`src/rtl/apb_rr_arbiter.sv`:
```
// Round-robin arbiter sharing one APB3 master port among several requesters.
// Single-beat transfers, registered response, watchdog abort on stalled PREADY.
module apb_rr_arbiter #(
  parameter int NB_MASTERS     = 2,
  parameter int APB_ADDR_WIDTH = 32,
  parameter int APB_DATA_WIDTH = 32,
  parameter int TIMEOUT_CYCLES = 256,
  localparam int IW = (NB_MASTERS > 1) ? $clog2(NB_MASTERS) : 1
) (
  input  logic                                 ACLK,
  input  logic                                 ARESETn,
  input  logic [NB_MASTERS-1:0]                req_i,
  input  logic [NB_MASTERS-1:0]                we_i,
  input  logic [NB_MASTERS*APB_ADDR_WIDTH-1:0] addr_i,
  input  logic [NB_MASTERS*APB_DATA_WIDTH-1:0] wdata_i,
  output logic [NB_MASTERS-1:0]                done_o,
  output logic [APB_DATA_WIDTH-1:0]            rdata_o,
  output logic                                 err_o,
  output logic                                 timeout_o,
  output logic                                 busy_o,
  output logic [IW-1:0]                        grant_o,
  output logic                                 PSEL,
  output logic                                 PENABLE,
  output logic                                 PWRITE,
  output logic [APB_ADDR_WIDTH-1:0]            PADDR,
  output logic [APB_DATA_WIDTH-1:0]            PWDATA,
  input  logic [APB_DATA_WIDTH-1:0]            PRDATA,
  input  logic                                 PREADY,
  input  logic                                 PSLVERR
);

  localparam int CW = (TIMEOUT_CYCLES > 0) ? $clog2(TIMEOUT_CYCLES + 1) : 1;
  localparam logic [CW-1:0] TMAX =
    CW'((TIMEOUT_CYCLES > 0) ? TIMEOUT_CYCLES - 1 : 0);
  localparam bit WD_EN = (TIMEOUT_CYCLES != 0);

  localparam logic [1:0] S_IDLE   = 2'd0;
  localparam logic [1:0] S_SETUP  = 2'd1;
  localparam logic [1:0] S_ACCESS = 2'd2;
  localparam logic [1:0] S_RESP   = 2'd3;

  logic [1:0]                state_q;
  logic [IW-1:0]             last_q;
  logic [IW-1:0]             idx_q;
  logic [APB_ADDR_WIDTH-1:0] addr_q;
  logic [APB_DATA_WIDTH-1:0] wdata_q;
  logic                      we_q;
  logic [APB_DATA_WIDTH-1:0] rdata_q;
  logic                      err_q;
  logic                      tmo_q;
  logic [CW-1:0]             cnt_q;

  logic [IW-1:0] win;
  logic [IW-1:0] cand;
  logic          found;
  logic          wd_hit;

  // Scan starts just after the last winner so it gets lowest priority.
  always_comb begin
    win   = last_q;
    cand  = '0;
    found = 1'b0;
    for (int k = 1; k <= NB_MASTERS; k++) begin
      cand = IW'((int'(last_q) + k) % NB_MASTERS);
      if (!found && req_i[cand]) begin
        win   = cand;
        found = 1'b1;
      end
    end
  end

  assign wd_hit = WD_EN && (cnt_q == TMAX);

  always_ff @(posedge ACLK or negedge ARESETn) begin
    if (!ARESETn) begin
      state_q <= S_IDLE;
      last_q  <= IW'(NB_MASTERS - 1);
      idx_q   <= '0;
      addr_q  <= '0;
      wdata_q <= '0;
      we_q    <= 1'b0;
      rdata_q <= '0;
      err_q   <= 1'b0;
      tmo_q   <= 1'b0;
      cnt_q   <= '0;
    end else begin
      unique case (state_q)
        S_IDLE: begin
          if (found) begin
            idx_q   <= win;
            last_q  <= win;
            addr_q  <= addr_i[int'(win)*APB_ADDR_WIDTH +: APB_ADDR_WIDTH];
            wdata_q <= wdata_i[int'(win)*APB_DATA_WIDTH +: APB_DATA_WIDTH];
            we_q    <= we_i[win];
            state_q <= S_SETUP;
          end
        end
        S_SETUP: begin
          cnt_q   <= '0;
          state_q <= S_ACCESS;
        end
        S_ACCESS: begin
          if (PREADY) begin
            rdata_q <= we_q ? '0 : PRDATA;
            err_q   <= PSLVERR;
            tmo_q   <= 1'b0;
            state_q <= S_RESP;
          end else if (wd_hit) begin
            rdata_q <= '0;
            err_q   <= 1'b1;
            tmo_q   <= 1'b1;
            state_q <= S_RESP;
          end else if (cnt_q != {CW{1'b1}}) begin
            cnt_q <= cnt_q + CW'(1);
          end
        end
        S_RESP: state_q <= S_IDLE;
        default: state_q <= S_IDLE;
      endcase
    end
  end

  logic in_xfer;
  logic resp;

  assign in_xfer   = (state_q == S_SETUP) || (state_q == S_ACCESS);
  assign resp      = (state_q == S_RESP);
  assign PSEL      = in_xfer;
  assign PENABLE   = (state_q == S_ACCESS);
  assign PWRITE    = in_xfer ? we_q : 1'b0;
  assign PADDR     = in_xfer ? addr_q : '0;
  assign PWDATA    = in_xfer ? wdata_q : '0;
  assign busy_o    = (state_q != S_IDLE);
  assign grant_o   = idx_q;
  assign rdata_o   = resp ? rdata_q : '0;
  assign err_o     = resp ? err_q : 1'b0;
  assign timeout_o = resp ? tmo_q : 1'b0;

  always_comb begin
    done_o = '0;
    for (int i = 0; i < NB_MASTERS; i++) begin
      done_o[i] = resp && (idx_q == IW'(i));
    end
  end

endmodule

```
`config.mk`:
```
export PLATFORM = sky130hd
export DESIGN_NAME = apb_rr_arbiter
export DESIGN_NICKNAME = d
export VERILOG_FILES = /design/src/rtl/apb_rr_arbiter.sv
export SDC_FILE = /design/constraint.sdc
export NUM_CORES = 1
export LEC_CHECK = 0
export CAP_MARGIN = 25
export CORE_ASPECT_RATIO = 0.8
export CORE_MARGIN = 3
export CORE_UTILIZATION = 36
export DETAILED_ROUTE_END_ITERATION = 7
export MAX_ROUTING_LAYER = met4
export PLACE_DENSITY_LB_ADDON = 0.12
export SYNTH_ARGS = -nofsm -noshare
export SYNTH_HDL_FRONTEND = slang
export SYNTH_SLANG_ARGS = --single-unit
export TNS_END_PERCENT = 1
```
`constraint.sdc`:
```
create_clock -name ACLK -period 2 [get_ports ACLK]
set_input_delay 0.4 -clock ACLK [delete_from_list [all_inputs] [get_ports ACLK]]
set_output_delay 0.4 -clock ACLK [all_outputs]
set_load 0.01 [all_outputs]
```
Word-level counts from Yosys, hierarchy flattened:

Cells that the tools add are included.

* register bits: 112
* latch bits: 0
* bits in writable memories: 0
* memory bits (read-only): 0
* input port bits: 168
* output and inout port bits: 105
* word-level logic and storage cells: 72
* memories kept: 0

* add/sub/neg operators: 3
* multiply operators: 0
* divide/modulo/power cells: 0
* order comparisons: 3
* equality and inequality tests: 10
* shift operators: 2
* multiplexer cells: 30
* bitwise operators: 1
* reductions and logical operators: 13

Operators by type and width (number)
* two-way mux 32 bit: 6
* indexed part select 64 x 7 -> 32 bit: 2
* two-way mux 9 bit: 3
* one-hot mux 9 bit (2 select lines): 1
* two-way mux 1 bit: 16
* adder 9 x 1 -> 9 bit, second input constant: 1
* equality test 9 x 8 -> 1 bit, second input constant: 1
* != test 9 bit, second input constant: 1
* one-hot mux 2 bit (4 select lines): 1
* less-than comparator 1 x 2 -> 1 bit, second input constant: 3
* two-way mux 2 bit: 3
* != test 2 bit, second input constant: 3
* AND reduction 2 bit: 3
* nonzero test 2 bit: 3
* equality test 2 bit, second input constant: 2
* AND reduction 4 bit: 1
* logical AND 1 bit: 3
* != test 3 x 1 -> 1 bit, second input constant: 1
* adder 1 bit, second input constant: 2
* equality test 2 x 1 -> 1 bit, second input constant: 1
* logical NOT 2 bit: 1
* != test 2 x 1 -> 1 bit, second input constant: 1
* logical NOT 1 bit: 1
* logical OR 1 bit: 1
* inverter 1 bit: 1

Logic depth before layout (Yosys ltp):

Gate-level depths: netlist (run 1).

* depth after elaboration: 9
* depth in mapped cells: 9
* gate-level depth less buffers: 7

Worst setup path before layout (run 1):

Ideal clock, no wire load.

* path kind: flip-flop to flip-flop
* from: register cnt_q[0]
* to: register cnt_q[6]
* library setup time: 79 ps
* arrival: 2106 ps
* required time: 1921 ps
* slack: -185 ps
* cell stages (with the launch flop): 9
* path buffers: 1
* clock period less this slack: 2185 ps
* path through: dfrtp_1 > ha_1 > nand3_1 > nor3_1 > ha_1 > or4b_4 > buf_6 > a211oi_2 > mux2i_1

* word-level cells in the longest chain between the ends: 5
* elaborated cells on any way between the ends: 10
* those cells by class: add/sub: 1; eq/ne: 4; mux: 4; reduce/logical: 1

RTL lines
* start: declaration: line 51 `logic [CW-1:0] cnt_q;`
* start signal: assignment: line 114 `cnt_q <= cnt_q + CW'(1);`
* adder 9 x 1 -> 9 bit: line 114
* two-way mux 9 bit: line 113 `end else if (cnt_q != {CW{1'b1}}) begin`
* two-way mux 9 bit: line 108 `end else if (wd_hit) begin`
* two-way mux 9 bit: line 103 `if (PREADY) begin`
* one-hot mux 9 bit (2 select lines): line 87 `unique case (state_q)`

Several ways; a longest one is shown, not always the timed one. The select of a mux whose other input is x is not followed.
A chain may end at the register's enable or synchronous reset.

Worst setup path after layout (run 1):

* from: register cnt_q[0]
* to: register cnt_q[3]

Same word-level chain as after synthesis.

==> results of run 1 <==
## state kept, by name, summed over array words and instances (netlist names)
name	count
addr_q	32
last_q	1
grant_o	1
err_q	1
cnt_q	9
state_q	2
rdata_q	32
we_q	1
wdata_q	32
tmo_q	1
## synthesized netlist by cell type, drive strengths merged
library cell / number
inv: 8
nor3b: 1
a31oi: 67
ha: 8
nor4b: 1
mux2: 1
o31ai: 1
nor2b: 5
nand2: 41
a21boi: 1
dfstp: 1
nor3: 3
a211oi: 3
nand4: 1
o211ai: 3
o32a: 1
buf: 14
or4b: 1
clkbuf: 49
nor2: 70
o21ai: 81
nand3: 71
mux2i: 3
o21a: 1
or4: 3
dfrtp: 111
a22o: 17
nand2b: 5
and2: 100
a21oi: 4
## stage by stage
| stage | total power, W | utilization (%) | setup TNS [ns] | hold slack (ns) |
|---|---|---|---|---|
| floorplan | 0.00805 | - | -0.0929 | 0.104 |
| global placement | 0.0126 | 57.5 | -5.41 | 0.400 |
| detailed placement | 0.0128 | 57.5 | -10.61 | 0.402 |
| CTS | 0.0145 | 57.6 | -2.18 | 0.00896 |
| global route | 0.0166 | 59.6 | -7.11 | 0.0207 |
| finish | 0.0156 | 59.6 | -0.892 | -0.0108 |
## worst paths after layout
path,end,slack (ns),from,cells after the start
max,cnt_q[3],-0.10,cnt_q[0],7
min,rdata_q[4],-0.01,ARESETn,1
max reg2reg,cnt_q[3],-0.10,cnt_q[0],7
min reg2reg,rdata_q[8],0.47,rdata_q[8],2
max in group asynchronous,last_q,1.35,ARESETn,2
min in group ACLK,rdata_q[8],0.47,rdata_q[8],2
## repair_timing
item	in CTS	in global routing
hold buffers	0	0
gates cloned	2	1
gates resized for setup	440	71
pin swaps	2	3
endpoints found under the setup margin	128	99
setup buffers	3	4
## cell families after synthesis
kind of cell	synth area share, %
AOI/OAI and AO/OA	18.5
adders and majority gates	1.71
buffers and inverters	5.02
DFF	47.9
muxes	0.705
and+or+nand+nor	26.2
## layout make-up
class | instances | area, um2
well taps | 215 | 269
multi-input cells | 494 | 2970
flip-flops and latches | 112 | 2800
clock buffers | 9 | 225
repair buffers | 320 | 3070
inverters | 8 | 30.0
clock inverters | 7 | 76.3
fillers | 1357 | 6400
## routing by layer
metal	vias up	routed length, um	GRT usage (%)
met5	-	0	-
met4	0	284	5.37
met3	23	1590	6.46
met2	228	9460	35.5
met1	2889	8420	28.7
li1	2888	-	-
## where the power goes
| part | internal [W] | leakage [nW] | switching, W |
|---|---|---|---|
| logic | 0.00525 | 2.64 | 0.00452 |
| registers | 0.00332 | 1.35 | 0.000587 |
| clock network | 0.000984 | 0.143 | 0.000893 |
| total | 0.00956 | 4.13 | 0.00600 |
==> results.toml, run 1 <==
[outcome]
outcome = "finished, violations left"
violations = "negative hold slack, negative setup slack"

[worst_setup_path]
critical-path-top-delay-family = "simple AND/OR/NAND/NOR gates"
cp.required_ns = 2.31
start_kind = "flip-flop"
path_cells = "ha_2, nand3_2, nor3_2, ha_2, or4b_4, or4_4, nand2_2"
critical_path.max_fanout = 5
path_class = "reg -> reg"
path_common_cell = "ha_2"
crit_arrival_ns = 2.41
max_stage_delay_ns = 0.56
crit_slowest_cell = "or4b_4"
worst-path-buf-inv = 0
worstSetupEndpointType = "flip-flop"

[route]
totalWireLength_um = 19800
via_per_inst = 5.17
drt_iter0_drc = 353
wl_per_cell_um = 17.0
num_vias = 6028
first_pass_iters = 5
ant_nets = 0
post-route-drc-count = 0

[sta]
rsz0062_at_grt = "true"
finalSetupViolations = 73
min_period_ns = 2.10
worstMarginPinSlew_ns = 0.729
min_period_over_period_pct = 105
whs_ns = -0.0108
clock_skew_ns = 0.00880
max-slew-margin-rel_pct = 51.4
slew_violations = 0
fmax_ghz = 0.475
timing.final.ws_setup_ns = -0.103
hold_viol = 7

[global_route]
grt_max_degree = 66
grt_overflow_total = 0
antenna_found_initial = 0
grt_pass1_wl_um = 31000
grt_util_all_layers_pct = 22.4
grt_pass1_vias = 5988

[die]
die-height_um = 120
ios = 273
die_w_um = 149
dieArea_mm2 = 0.0179
fp-row-count = 41
start_util_pct = 37.0
design.core.area_mm2 = 0.0159

[synthesis]
netlist.area_leader.share_pct = 47.4
synthCells = 676
ys_seq_area_share_pct = 47.9
ys_types = 33
synth_top_cell_by_area = "dfrtp_1"
synth.top_cells.by_area = "dfrtp_1 47%, and2_1 11%, a31oi_1 7.2%, o21ai_0 6.9%, nand3_1 6.1%"
syn_area_mm2 = 0.00586
avgSynthCellArea_um2 = 8.67
ys_ff_latch = 112
yosysWarningCount = 0
synth.net_count = 852

[worst_hold_path]
min_path_type = "in -> async"

[final_layout]
syn2layout_area_growth_pct = 61.3
drive_gt1_share_pct = 24.9
final_cell_mix = "167 x clkdlybuf4s50_1, 111 x dfrtp_1, 80 x o21ai_0"
diodes = 0
layout_commonest_cell = "clkdlybuf4s50_1"
fin_cells = 1165
nets = 1121
fin_area_mm2 = 0.00945

[placed_design]
place_congestion = 0.812
hpwlAfterDp_um = 13600
dp_cells = 1139
dp_slack_ns = -0.273
io_buffers = 272
postPlaceCellArea_mm2 = 0.00911

[run]
drv_cap = 0

[pwr]
ir_worst_vdd_uv = 879
pwr_density_cell_mw_per_mm2 = 1650
p_leak_nw = 4.13

[cts]
cts_max_level = 3
cts_sinks = 112
clock-root-buffer = "clkbuf_16"
cts_buffers = 9
cts_max_path_buffers = 2
cts_tree = "yes"
path_clk_slew_ns = 0.08
worstSkewPairLatency_ns = 0.36
No activity file was read; power rests on OpenSTA's default activity.
==> inputs of run 2 (changes only) <==
Settings changed: ABC_AREA from default to 1, CORE_MARGIN 3 to 5, SKIP_LAST_GASP from default to 1.
==> run 2 against run 1 <==
The flow finishes with violations (negative setup slack); synthesized cell count rose by 40%; utilization fell by 2.9 points; cell count rose by 25%; flip-flop and latch count did not move; critical endpoint is now PWDATA[4]; largest cell class unchanged.
==> results.toml, run 2 <==
[final_layout]
postLayoutCoreUtil_pct = 56.7
fin_area_mm2 = 0.00979
drive_gt1_share_pct = 7.67
top_regs = "addr_q: 32 flops, rdata_q: 32 flops, wdata_q: 32 flops"
fillers = 1732
syn2layout_area_growth_pct = 54.9
final_cell_mix = "454 x nand2_1, 181 x inv_1, 169 x clkdlybuf4s50_1"
nets = 1396
layout_commonest_cell = "nand2_1"

[die]
fp-row-count = 43
dieArea_mm2 = 0.0203
die-height_um = 129
die_w_um = 158
ios = 273
design.core.area_mm2 = 0.0173
start_util_pct = 36.6

[placed_design]
io_buffers = 272
hpwlAfterDp_um = 13800
postPlaceCellArea_mm2 = 0.00938
place_congestion = 0.821
dp_slack_ns = -0.0908

[sta]
fmax_ghz = 0.458
clock_skew_ns = 0.0152
timing.final.ws_setup_ns = -0.181
slew_violations = 0
hold_viol = 0
finalSetupViolations = 95
min_period_over_period_pct = 109
whs_ns = 0.479
max-slew-margin-rel_pct = 70.6
min_period_ns = 2.18
rsz0062_at_grt = "true"
worstMarginPinSlew_ns = 0.441

[synthesis]
synth_top_cell_by_area = "dfrtp_1"
synthCells = 949
synth_flop_cell = "dfrtp_1"
ys_seq_area_share_pct = 44.4
ys_types = 24
synth.net_count = 1125
yosys-top-cells-count = "454 x nand2_1, 183 x inv_1, 111 x dfrtp_1"
avgSynthCellArea_um2 = 6.66
synth_enable_flop_cells = 0
syn_area_mm2 = 0.00632
synth_most_common_cell = "nand2_1"
ys_ff_latch = 112
netlist.area_leader.share_pct = 43.9
async_flop_share_pct = 100
synth.top_cells.by_area = "dfrtp_1 44%, nand2_1 27%, inv_1 11%, o21ai_0 4.1%, nand3_1 3.2%"
yosysWarningCount = 0

[worst_hold_path]
min_path_type = "reg -> reg"

[pwr]
p_leak_nw = 5.87
ir_worst_vdd_uv = 640
pwr_density_cell_mw_per_mm2 = 1370

[global_route]
grt_pass1_vias = 6342
grt_pass1_wl_um = 31600
antenna_found_initial = 1
grt_overflow_total = 0
grt_util_all_layers_pct = 20.1
grt_max_degree = 70

[route]
post-route-drc-count = 0
drt_iter0_drc = 307
totalWireLength_um = 19700
ant_nets = 0
num_vias = 6363
wl_per_cell_um = 13.6
first_pass_iters = 5
via_per_inst = 4.39

[worst_setup_path]
path_class = "reg -> out"
worstSetupEndpointType = "output port"
start_kind = "flip-flop"
rr_endpoint = "cnt_q[2]"
crit_arrival_ns = 1.78
reg2reg_depth = 13
reg2reg_from = "cnt_q[0]"
r2r_slack_ns = 0.06
endpoint = "PWDATA[4]"
cp-startpoint = "state_q[1]"
cp.required_ns = 1.60
critical_path.max_fanout = 5

[outcome]
violations = "negative setup slack"
outcome = "finished, violations left"

[cts]
cts_tree = "yes"
clock-root-buffer = "clkbuf_16"
cts_max_path_buffers = 2
path_clk_slew_ns = 0.07
worstSkewPairLatency_ns = 0.36
cts_sinks = 112
cts_buffers = 9
cts_max_level = 3

[run]
drv_cap = 0
==> run 2: cell types whose count changed in the layout (fill, tap and decap cells not counted), moves of 23 or more <==
| cell | delta |
|---|---|
| nand2_1 | +414 |
| inv_1 | +175 |
| a31oi_1 | -67 |
| nor2_1 | -61 |
| dlygate4sd2_1 | +60 |
| and2_1 | -57 |
| buf_2 | -53 |
| and2_4 | -43 |
| buf_6 | -41 |
| nand3_1 | -30 |
| o21ai_0 | -28 |
| o21ai_1 | +23 |
==> run 2: per-layer routing <==
layer / GRT usage, % / up-vias / routed length (um)
li1: - / 3316 / -
met1: 26.1 / 2836 / 8920
met2: 31.9 / 189 / 9270
met3: 4.40 / 22 / 1170
met4: 5.77 / 0 / 330
met5: - / - / 0
==> run 2: worst min path at each step <==
stage	from	end	cells after the start
after global routing	wdata_q[28]	wdata_q[28]	2
after detailed placement	ARESETn	wdata_q[22]	1
after CTS	rdata_q[22]	rdata_q[22]	2
after floorplan	ARESETn	addr_q[0]	0
after global placement	ARESETn	wdata_q[22]	1
final	rdata_q[16]	rdata_q[16]	2
==> run 2: final cells by class <==
class                      count  area (um2)  area share, %
timing repair buffer         310        3160           32.3
sequential                   112        2800           28.6
multi-input combinational    602        2560           26.2
inverter                     185         694           7.09
tap                          225         282           2.88
clock buffer                  10         239           2.44
clock inverter                 6        45.0          0.460
antenna                        1        2.50         0.0256
==> run 2: power by group <==
part	total, W	switching [W]	leakage, nW	internal (W)
combinational	0.00784	0.00423	4.32	0.00361
sequential	0.00385	0.000590	1.43	0.00326
clock	0.00174	0.000858	0.131	0.000882
==> run 2: timing repair <==
action | in CTS | in global routing
setup endpoints to repair | 104 | 145
gates resized for setup | 180 | 11
buffers inserted | 6 | 0
pin swaps | 1 | 1
gates cloned | 3 | 1
endpoints found under the hold margin | 29 | 0
hold buffers | 1 | 0
==> run 2: kinds of logic (layout without fill, tap and decap cells) <==
group,count (synthesis),count (layout),share of synthesized area (%)
flip-flops,112,112,44.4
other,0,1,0
adder cells (fa/ha/maj),8,8,1.58
buffers and inverters,235,511,15.7
AO/OA/AOI/OAI,81,81,6.65
AND/OR/NAND/NOR,513,513,31.7
==> run 2: stage by stage <==
step / total power [W] / TNS, ns / cells
final: 0.0134 / -7.81 / 1451
after global routing: 0.0147 / -20.36 / 1451
after CTS: 0.0137 / -12.95 / 1450
after detailed placement: 0.0114 / -3.66 / 1424
after global placement: 0.0113 / -2.04 / 1424
after floorplan: 0.00781 / 0 / 949
==> run 2: worst max-delay path, stage by stage (launching register included) <==
cell and delay (ns):
dfrtp_1 0.37, inv_2 0.06, ha_4 0.31, buf_6 0.12, buf_6 0.11, clkbuf_16 0.14, nand2_1 0.05, inv_1 0.05
clkdlybuf4s15_2 0.22
